$ cat config.mk
export PLATFORM = sky130hd
export DESIGN_NAME = seq_divider_flat
export DESIGN_NICKNAME = d
export VERILOG_FILES = /design/src/rtl/seq_divider_if.sv /design/src/rtl/seq_divider.sv /design/src/flat_wrapper.sv
export SDC_FILE = /design/constraint.sdc
export NUM_CORES = 1
export LEC_CHECK = 0
export CORE_MARGIN = 4
export CORE_UTILIZATION = 45
export DETAILED_ROUTE_END_ITERATION = 16
export PLACE_DENSITY = 0.68
export SLEW_MARGIN = 20
export SYNTH_ARGS = -nofsm -noshare
export SYNTH_HDL_FRONTEND = slang
export SYNTH_SLANG_ARGS = --single-unit
$ cat constraint.sdc
create_clock -name clk -period 3.5 [get_ports clk]
set_clock_uncertainty 0.1 [all_clocks]
set_input_delay 0.7 -clock clk [delete_from_list [all_inputs] [get_ports clk]]
set_output_delay 0.7 -clock clk [all_outputs]
set_load 0.01 [all_outputs]
$ cat src/rtl/seq_divider_if.sv
// Request/result bundle for the sequential divider.
// master drives operands and start; slave returns status and registered results.
interface seq_divider_if #(
    parameter int N = 4
);
    logic         start;
    logic [N-1:0] dividend;
    logic [N-1:0] divisor;
    logic         busy;
    logic         done;
    logic [N-1:0] quotient;
    logic [N-1:0] remainder;
    logic         div_by_zero;

    modport master (
        output start, dividend, divisor,
        input  busy, done, quotient, remainder, div_by_zero
    );

    modport slave (
        input  start, dividend, divisor,
        output busy, done, quotient, remainder, div_by_zero
    );
endinterface

$ cat src/rtl/seq_divider.sv
// Unsigned restoring divider, one quotient bit per cycle MSB first; done N cycles after accept (1 for /0).
// No backpressure: start is only honoured in IDLE (including the done cycle) and ignored while busy.
module seq_divider #(
    parameter int N = 4
) (
    input  logic          clk,
    input  logic          rst,
    seq_divider_if.slave  div_if
);

    localparam int CW = (N > 1) ? $clog2(N) : 1;

    typedef enum logic {IDLE, CALC} state_t;

    state_t         state_q, state_d;
    logic           busy;

    logic [N-1:0]   dvd_q;
    logic [N-1:0]   dvs_q;
    logic [N:0]     rem_q;
    logic [CW-1:0]  cnt_q;
    logic           done_q;
    logic           dbz_q;
    logic [N-1:0]   quotient_q;
    logic [N-1:0]   remainder_q;

    logic           accept;
    logic           div_zero;
    logic           last;
    logic [N+1:0]   shifted;
    logic           ge;
    logic [N:0]     diff;
    logic [N:0]     rem_next;
    logic [N-1:0]   quo_next;

    assign accept   = (state_q == IDLE) && div_if.start;
    assign div_zero = (div_if.divisor == '0);
    assign last     = (cnt_q == CW'(N - 1));

    // The dividend register doubles as the quotient register: dividend bits
    // leave at the top while quotient bits enter at the bottom.
    assign shifted  = {rem_q, dvd_q[N-1]};
    assign ge       = (shifted >= {2'b00, dvs_q});
    assign diff     = shifted[N:0] - {1'b0, dvs_q};
    assign rem_next = ge ? diff : shifted[N:0];
    assign quo_next = {dvd_q[N-2:0], ge};

    always_ff @(posedge clk or posedge rst) begin
        if (rst) begin
            state_q <= IDLE;
        end else begin
            state_q <= state_d;
        end
    end

    always_comb begin
        state_d = state_q;
        case (state_q)
            IDLE: if (accept && !div_zero) state_d = CALC;
            CALC: if (last)                state_d = IDLE;
            default:                       state_d = IDLE;
        endcase
    end

    always_comb begin
        busy = 1'b0;
        if (state_q == CALC) busy = 1'b1;
    end

    always_ff @(posedge clk or posedge rst) begin
        if (rst) begin
            dvd_q       <= '0;
            dvs_q       <= '0;
            rem_q       <= '0;
            cnt_q       <= '0;
            done_q      <= 1'b0;
            dbz_q       <= 1'b0;
            quotient_q  <= '0;
            remainder_q <= '0;
        end else begin
            done_q <= 1'b0;
            if (accept) begin
                dvd_q <= div_if.dividend;
                dvs_q <= div_if.divisor;
                rem_q <= '0;
                cnt_q <= '0;
                if (div_zero) begin
                    done_q      <= 1'b1;
                    dbz_q       <= 1'b1;
                    quotient_q  <= '1;
                    remainder_q <= div_if.dividend;
                end
            end else if (state_q == CALC) begin
                dvd_q <= quo_next;
                rem_q <= rem_next;
                cnt_q <= cnt_q + CW'(1);
                if (last) begin
                    done_q      <= 1'b1;
                    dbz_q       <= 1'b0;
                    quotient_q  <= quo_next;
                    remainder_q <= rem_next[N-1:0];
                end
            end
        end
    end

    assign div_if.busy        = busy;
    assign div_if.done        = done_q;
    assign div_if.quotient    = quotient_q;
    assign div_if.remainder   = remainder_q;
    assign div_if.div_by_zero = dbz_q;

endmodule

$ cat src/flat_wrapper.sv
// flat-port wrapper written by rule: the top's interface ports become plain ports
module seq_divider_flat 
#(
    parameter int N = 4
)
  (clk, rst, div_if_start, div_if_dividend, div_if_divisor, div_if_busy, div_if_done, div_if_quotient, div_if_remainder, div_if_div_by_zero);
  seq_divider_if #(.N(N)) div_if_i ();
  input  logic clk;
  input  logic rst;
  input wire logic [$bits(div_if_i.start)-1:0] div_if_start;
  input wire logic [$bits(div_if_i.dividend)-1:0] div_if_dividend;
  input wire logic [$bits(div_if_i.divisor)-1:0] div_if_divisor;
  output wire logic [$bits(div_if_i.busy)-1:0] div_if_busy;
  output wire logic [$bits(div_if_i.done)-1:0] div_if_done;
  output wire logic [$bits(div_if_i.quotient)-1:0] div_if_quotient;
  output wire logic [$bits(div_if_i.remainder)-1:0] div_if_remainder;
  output wire logic [$bits(div_if_i.div_by_zero)-1:0] div_if_div_by_zero;
  assign div_if_i.start = div_if_start;
  assign div_if_i.dividend = div_if_dividend;
  assign div_if_i.divisor = div_if_divisor;
  assign div_if_busy = div_if_i.busy;
  assign div_if_done = div_if_i.done;
  assign div_if_quotient = div_if_i.quotient;
  assign div_if_remainder = div_if_i.remainder;
  assign div_if_div_by_zero = div_if_i.div_by_zero;
  seq_divider #(.N(N)) u_core (.clk(clk), .rst(rst), .div_if(div_if_i));
endmodule
# Yosys cells after proc, flatten, opt, wreduce, memory -nomap -nowiden
# Index checks and enable logic that the tools add are counted.
[totals] reg_bits=26 out_inout_bits=11
[op_classes] n_reduce_logical=7 order_cmp=1 bitwise_logic=1 eq_ne=2 addsub=2 n_mux=27
[op_table] op="$mux 4" count=10
[op_table] op="$mux 5" count=3
[op_table] op="$mux 1" count=11
[op_table] op="$ge 6x4->1" count=1
[op_table] op="$sub 5x4->5" count=1
[op_table] op="$logic_not 4->1" count=1
[op_table] op="$mux 2" count=2
[op_table] op="$reduce_bool 2->1" count=2
[op_table] op="$reduce_and 3->1" count=1
[op_table] op="$add 2x1->2 const B" count=1
[op_table] op="$eq 2x2->1 const B" count=1
[op_table] op="$logic_and 1x1->1" count=2
[op_table] op="$ne 2x2->1 const B" count=1
[op_table] op="$pmux 1 s2" count=1
[op_table] op="$logic_not 1->1" count=1
[op_table] op="$not 1->1" count=1

# Depth between registers and ports, before layout
# Gate-level depths: netlist of run 1.
[depth] word_depth=5 depth_mapped=9

# Worst setup path before layout of run 1
# OpenSTA, ideal clock, no wires.
[synth_timing] path_kind="register -> register" startpoint="register u_core.dvd_q[3]" endpoint="register u_core.remainder_q[1] (netlist: u_core.div_if.remainder[1])" required_time_ns=3.275 path_slack_ns=0.914 path_buffers=0 t_arrival_ns=2.361 stages_incl_launch_ff=10 path_cell_list="dfrtp_1 -> inv_1 -> ha_1 -> inv_1 -> fa_1 -> a21o_2 -> a2111oi_4 -> mux2i_1 -> a21oi_1 -> mux2_2"
[synth_via] elab_chain_len=5
[synth_rtl] item="start, declared" line_no="seq_divider.sv:18" rtl="logic [N-1:0] dvd_q;"
[synth_rtl] item="start signal, assigned" line_no="seq_divider.sv:83" rtl="dvd_q <= div_if.dividend;"
[synth_rtl] item="start signal, assigned" line_no="seq_divider.sv:94" rtl="dvd_q <= quo_next;"
[synth_rtl] item="$sub 5x4->5 or $ge 6x4->1 (tied branches)" line_no="seq_divider.sv:44, seq_divider.sv:43"
[synth_rtl] item="$mux 5 (*)" line_no="seq_divider.sv:45" rtl="assign rem_next = ge ? diff : shifted[N:0];"
[synth_rtl] item="$mux 4 (*)" line_no="seq_divider.sv:97" rtl="if (last) begin"
[synth_rtl] item="$mux 4 (*)" line_no="seq_divider.sv:93" rtl="end else if (state_q == CALC) begin"
[synth_rtl] item="$mux 4 (*)" line_no="seq_divider.sv:82" rtl="if (accept) begin"
[synth_rtl] item="end signal, assigned" line_no="seq_divider.sv:91" rtl="remainder_q <= div_if.dividend;"
[synth_rtl] item="end signal, assigned" line_no="seq_divider.sv:101" rtl="remainder_q <= rem_next[N-1:0];"
[synth_rtl] item="end, declared" line_no="seq_divider.sv:25" rtl="logic [N-1:0] remainder_q;"
# Mark *: on every way between the ends. The rest lies on a longest branch, timed or not. The select of a mux whose other input is x is not followed.
# A chain may end at the register's enable or synchronous reset.

# Worst setup path in the final report of run 1
[layout_timing] startpoint="register u_core.dvd_q[3]" endpoint="register u_core.remainder_q[0] (netlist: u_core.div_if.remainder[0])"
# Same word-level chain as after synthesis.

==> summary.md, run 1 <==
| Metric | Value |
|---|---|
| Syn Std Cell Area | 1290 sq um |
| Post-CTS setup buffer count | 0 |
| Startpoint types | flip-flop |
| Drt pass-1 iters | 4 |
| Period Utilization, post-route | 0.801 |
| Layout cells sized above 1 | 0.0748 |
| Largest net degree at the start of global routing | 27 |
| Clock sink total | 26 |
| PD cells | between 1000 and 1500 nW/um^2 |
| RSZ-0062 raised after global routing | no |
| Setup crit end kind | flip-flop |
| Die X | approximately 61 microns |
| First-pass GRT wire length | 4610 microns |
| Die H | approximately 61 microns |
| Crit path max fanout | 6 |
| Synth Instances | 125 |
| DR vias/cell | approximately 5.3 |
| Max-cap violation count | 0 |
| Setup TNS | 0 ns |
| Yosys Warn Count | 0 |
| Detailed placement HPWL | 2000 microns |
| Ys async rst share | 1.00 |
| # diodes | 0 |
| Fin nets | ~170 |
| # hold bufs at CTS | 0 |
| Most Frequent Cell on Critical Path | inv_1 |
| Area delta synth->final | 23.3% |
| Detailed-route wire length per cell | approximately 15 microns |
| FF/Latch Area | ~650 sq um |
| Setup CP Type | reg2reg |
| DRC | 0 |
| Leakage dissipation | approximately 0.00072 uW |
| Status | complete, no violations |
| Row count | 19 |
| Netlist cell types | 29 |
| Slowest cell on crit path | a2111oi_4 |
| Main synth FF type | dfrtp_1 |
| Starting Density | 0.470 |
| Worst Hold Class | reg2reg |
| CP Cell Sequence | inv_1 -> ha_1 -> inv_1 -> fa_1 -> a21o_2 -> a2111oi_4 -> buf_4 -> mux2i_1 -> nand2_1 -> a31oi_1 |
| Worst Path Required | roughly 3.6 ns |
| Total of fill cells in the finished design | between 200 and 300 |
| Buffers & Inverters on Critical Path | 3 |
| Clock latency on the worst-skew pair | approximately 0.32 ns |
| Footprint of the multi-input gates | 582 sq um |
| Port Buf Inserts | 21 |
| Highest Clock Rate | 357 MHz |
| Final hold vios | 0 |
| Setup Viol. Count Final | 0 |
| CTS Buffer Depth | 2 |
| GRT Total Usage | 0.164 |
| Most common cell after layout, fill and taps aside | dfrtp_1 |
| Via count | 950 |
| Number of flops mapped to enable cells by yosys | 0 |
| Post-CTS sizing | 0 |
| # IOs | 22 |
| Worst Tran Pin Value | slightly below 1 ns |
| Initial antenna violation count | 0 |
| CTS Buf Count | 3 |
| Relative slew slack | 0.351 |
| Clk root buf | clkbuf_4 |
| Core ar. | 2730 sq um |
| Count of final max-slew check failures | 0 |
| Worst Path Arrival | between 2 and 3 ns |
| H-tree levels | 1 |
| CTS tree | built |
| Clock-pin slew on the worst setup and hold paths | between 0.1 and 0.15 ns |
| Congestion Overflow GR | 0 |
| Initial drt markers | 28 |
| Die ar. | between 3000 and 4000 sq um |
| Layout Utilization | 0.580 |
| Register area share after synthesis | 0.506 |
| Tot Pwr | 1670 uW |
| GP Congestion | between 0.7 and 0.8 |
| Vias in the first global route | approximately 970 |
| Synthesis-stage register bit count | 26 |
| Mapped Nets | about 140 |
| Commonest non-fill, non-tap cells in the layout | dfrtp_1, clkdlybuf4s50_1, nand2_1 |
| DRT Wirelength | approximately 2700 microns |
| Minimum clock period | 2.80 ns |
| Final ANT Viol Nets | 0 |
| Critical path's top delay family | compound AO/OA/AOI/OAI gates |
| Syn Area/Cell | 10.3 sq um |
| Max IR drop VDD | between 0.0007 and 0.0008 V |
| Worst path max stage delay | about 0.54 ns |
## worst paths after layout
path                                      startpoint                    endpoint  slack [ns]  cells after the start
setup reg to reg                     u_core.dvd_q[3]  u_core.div_if.remainder[0]        0.70                     10
hold reg to reg            u_core.div_if.div_by_zero   u_core.div_if.div_by_zero        0.40                      2
setup / recovery                     u_core.dvd_q[3]  u_core.div_if.remainder[0]        0.70                     10
max in group asynchronous                        rst             u_core.dvd_q[2]        1.92                      2
min in group asynchronous                        rst          u_core.div_if.done        0.79                      2
hold / removal             u_core.div_if.div_by_zero   u_core.div_if.div_by_zero        0.40                      2
## synthesized netlist by cell type, types with 2 or more instances
cell	count	area, sq um
a21o_1	2	15.0
a21oi_1	3	15.0
a31oi_1	4	25.0
clkbuf_1	5	18.8
dfrtp_1	26	651
ha_1	5	62.6
inv_1	8	30.0
mux2_2	2	22.5
mux2i_1	7	70.1
nand2_1	19	71.3
nand2b_1	5	31.3
nor2_1	6	22.5
nor2b_1	3	18.8
o21ai_0	10	50.1
o21ai_1	3	15.0
o22a_1	3	26.3
xor2_1	2	17.5
## cells by family (layout without fill, tap and decap cells)
| kind of cell | count (synthesis) | after routing | share of synthesized area |
|---|---|---|---|
| simple gates | 35 | 35 | 0.122 |
| compound gates | 33 | 33 | 0.181 |
| flops | 26 | 26 | 0.506 |
| buf+inv | 14 | 36 | 0.0418 |
| mux | 9 | 9 | 0.0720 |
| fa+ha+maj | 6 | 6 | 0.0642 |
| xor+xnor | 2 | 2 | 0.0136 |
## per-layer routing
metal,global-route usage,vias up,share of wire
met3,0.0314,2,0.045
met2,0.267,16,0.46
met5,0,-,0
met4,0.0545,0,0.0082
li1,-,481,-
met1,0.219,451,0.49
## power breakdown
part	switching (uW)	internal, uW	leakage [uW]
logic	447	458	0.000381
clock network	88.1	116	0.0000279
registers	117	447	0.000307
## worst min-delay path: stages (launching register included)
cell and delay, ns:
dfrtp_1 0.37, nand2_1 0.04, o21ai_0 0.06
## state kept, by name, indices dropped and copies added (netlist names)
register,cells
u_core.div_if.remainder,4
u_core.state_q,1
u_core.div_if.done,1
u_core.dvd_q,4
u_core.cnt_q,2
u_core.dvs_q,4
u_core.rem_q,5
u_core.div_if.quotient,4
u_core.div_if.div_by_zero,1
## metrics by stage
stage          setup slack [ns]  hold WS, ns  cell area [sq um]  std cells
4_1_cts                   0.716        0.413               1590        178
3_5_place_dp              0.674        0.379               1530        174
6_report                  0.696        0.401               1590        178
3_3_place_gp              0.702        0.379               1530        174
5_1_grt                   0.544        0.445               1590        178
2_1_floorplan             0.914        0.352               1290        125
## area by class of cell
cell class / count / area share
Multi-Input combinational cell: 85 / 0.367
Timing Repair Buffer: 24 / 0.147
Sequential cell: 26 / 0.410
Clock buffer: 3 / 0.0142
Inverter: 8 / 0.0189
Tap cell: 31 / 0.0244
Clock inverter: 1 / 0.0189
Note: power is estimated with default switching activity, not from simulation.
==> run 2, diff against run 1 <==
- PLACE_DENSITY: 0.68 -> 0.7
- clock period: 3.5 -> 2.4 ns (I/O delays scaled with it)
==> run 2 against run 1 <==
The flow now finishes with violations (setup timing). Critical path depth did not move. Count of clock-buffer cells in the layout did not move. Maximum frequency rose by 12%. Critical endpoint unchanged. Largest cell class unchanged. Largest power group unchanged.
==> summary.md, run 2 (synthesis gave the netlist of run 1 again) <==
| Metric | Value |
|---|---|
| Power share of the combinational group | 0.614 (+0.073) |
| DRT Wirelength | 3100 microns (+15%) |
| Vias in the first global route | 1,052 (+8.6%) |
| CTS tree | built |
| Min setup slack post-route | -0.107 ns (-0.804 ns) |
| Final ANT Viol Nets | 0 (unchanged) |
| Initial drt markers | 48 (+71%) |
| Count of final max-slew check failures | 0 (unchanged) |
| Sw Pwr | 1100 uW (+69%) |
| CTS Buffer Depth | 2 (unchanged) |
| Highest Clock Rate | 399 MHz (+12%) |
| RSZ-0062 raised after global routing | yes |
| Period Utilization, post-route | 1.04 (+0.244) |
| First-pass GRT wire length | 4990 microns (+8.2%) |
| Relative slew slack | 0.748 (+0.397) |
| Clk root buf | clkbuf_4 |
| Finished Cell Area | 1740 sq um (+9.9%) |
| Starting Density | 0.470 (unchanged) |
| Buffers & Inverters on Critical Path | 3 (unchanged) |
| Worst Path Required | 2.56 ns (-1.08 ns) |
| Setup TNS | -0.402 ns (-0.402 ns) |
| Most Frequent Cell on Critical Path | inv_2 |
| Crit path depth | 10 (unchanged) |
| Largest register by flop count | u_core.rem_q |
| Setup CP Type | reg2reg |
| Most common cell after layout, fill and taps aside | dfrtp_1 |
| Worst Tran Pin Value | 0.378 ns (-0.595 ns) |
| # IOs | 22 (unchanged) |
| Congestion Overflow GR | 0 (unchanged) |
| GRT Total Usage | 0.182 (+0.0183) |
| Max-cap violation count | 0 (unchanged) |
| Setup crit end kind | flip-flop |
| Pint | 1780 uW (+75%) |
| Core ar. | 2730 sq um (unchanged) |
| Failing checks | setup timing |
| CP Cell Sequence | inv_2 -> ha_4 -> inv_2 -> fa_2 -> a21o_4 -> a2111oi_4 -> buf_4 -> mux2i_4 -> nand2_1 -> a31oi_1 |
| Clock latency on the worst-skew pair | 0.32 ns (about the same) |
| Setup Viol. Count Final | 8 (+8) |
| Clock-pin slew on the worst setup and hold paths | 0.14 ns (about the same) |
| Worst path max stage delay | 0.42 ns (-0.12 ns) |
| Max IR drop VDD | 0.00107 V (+48%) |
| Power share of the sequential group | 0.280 (-0.057) |
| Fin nets | 180 (+9.1%) |
| Crit path max fanout | 5 (-1) |
| Hold WS | 0.390 ns (-0.0112 ns) |
| Detailed placement HPWL | 2190 microns (+9.5%) |
| Initial antenna violation count | 0 (unchanged) |
| Startpoint types | flip-flop |
| Status | finished, violations left |
| Final hold vios | 0 (unchanged) |
| Switching part of the total | 0.382 (-0.00789) |
| Row count | 19 (unchanged) |
| Worst Hold Class | in2async |
| Pre-CTS setup slack | -0.0666 ns (-0.741 ns) |
| H-tree levels | 1 (unchanged) |
| Minimum clock period | 2.51 ns (-0.296 ns) |
| Leakage dissipation | 0.000793 uW (+11%) |
| Layout cells sized above 1 | 0.198 (+0.123) |
| Worst Path Arrival | 2.67 ns (-0.27 ns) |
| Area delta synth->final | 35.6% |
| Tot Pwr | 2890 uW (+72%) |
| Via count | 1,041 (+9.6%) |
| Commonest non-fill, non-tap cells in the layout | dfrtp_1, clkdlybuf4s50_1, nand2_1 |
| DRC | 0 (unchanged) |
| Max reg flops | 5 (unchanged) |
| Critical path's top delay family | compound AO/OA/AOI/OAI gates |
| Slowest cell on crit path | dfrtp_1 |
| Die H | 61.5 microns (unchanged) |
| CTS Buf Count | 3 (unchanged) |
| Total of fill cells in the finished design | 225 (-10%) |
| Die X | 61.5 microns (unchanged) |
| Largest net degree at the start of global routing | 27 (unchanged) |
| Clock power frac | 0.105 (-0.017) |
| Drt pass-1 iters | 4 (unchanged) |
| Die ar. | 3780 sq um (unchanged) |
| # diodes | 0 (unchanged) |
| Area post-placement | 1600 sq um (+4.1%) |
| DR vias/cell | 5.39 (+1.1%) |
| Port Buf Inserts | 21 (unchanged) |
| Worst Reg-to-Reg Cells | 10 (unchanged) |
| Detailed-route wire length per cell | 16.1 microns (+6.0%) |
| GP Congestion | 0.836 (+5.3%) |
| PD cells | 1650 nW/um^2 (+57%) |
| Clock sink total | 26 (unchanged) |
## run 2: cell types whose count changed in the layout (fill, tap and decap cells not counted), sizes merged
cell,before,now
buf,3,18
## run 2: power by group through the flow
stage	Clock (uW)	Sequential, uW	Combinational [uW]
after floorplan	0	807	921
after global placement	0	796	1430
after detailed placement	0	808	1470
after CTS	312	804	1580
after global routing	328	830	1950
final	304	809	1770
## run 2: layout make-up
cell class | count | area, sq um | share of cell area
Clock inverter | 1 | 30.0 | 0.0172
Timing Repair Buffer | 39 | 349 | 0.200
Clock buffer | 3 | 22.5 | 0.0129
Multi-Input combinational cell | 85 | 623 | 0.357
Sequential cell | 26 | 651 | 0.373
Tap cell | 31 | 38.8 | 0.0222
Inverter | 8 | 30.0 | 0.0172
## run 2: final timing paths
| check | startpoint | endpoint | slack, ns |
|---|---|---|---|
| min reg2reg | u_core.div_if.div_by_zero | u_core.div_if.div_by_zero | 0.40 |
| min | rst | u_core.div_if.done | 0.39 |
| max | u_core.dvd_q[3] | u_core.div_if.remainder[0] | -0.11 |
| max in group asynchronous | rst | u_core.rem_q[0] | 1.56 |
| min in group clk | u_core.div_if.div_by_zero | u_core.div_if.div_by_zero | 0.40 |
| max reg2reg | u_core.dvd_q[3] | u_core.div_if.remainder[0] | -0.11 |
## run 2: metrics by stage
step	util	instances
2_1_floorplan	-	125
3_5_place_dp	0.584	182
5_1_grt	0.638	193
6_report	0.638	193
3_3_place_gp	0.584	182
4_1_cts	0.618	188
## run 2: what timing repair did
item                                    4_1_cts  5_1_grt
pin swaps                                     1        2
endpoints found under the setup margin        3        7
buffers inserted                              2        5
gates resized for setup                       7        4
hold buffers                                  0        0
## run 2: metal layers
layer	routed length (microns)	vias to the layer above	track usage
met5	0	-	0
met4	51	0	0.0545
met3	107	6	0.0252
met2	1460	20	0.284
met1	1480	505	0.264
li1	-	510	-
## run 2: worst reg2reg max path, stage by stage (launching register included)
cell and delay (ns):
dfrtp_1 0.42, inv_2 0.08, ha_4 0.12, inv_2 0.04
fa_2 0.34, a21o_4 0.23, a2111oi_4 0.39, buf_4 0.23
mux2i_4 0.23, nand2_1 0.09, a31oi_1 0.17
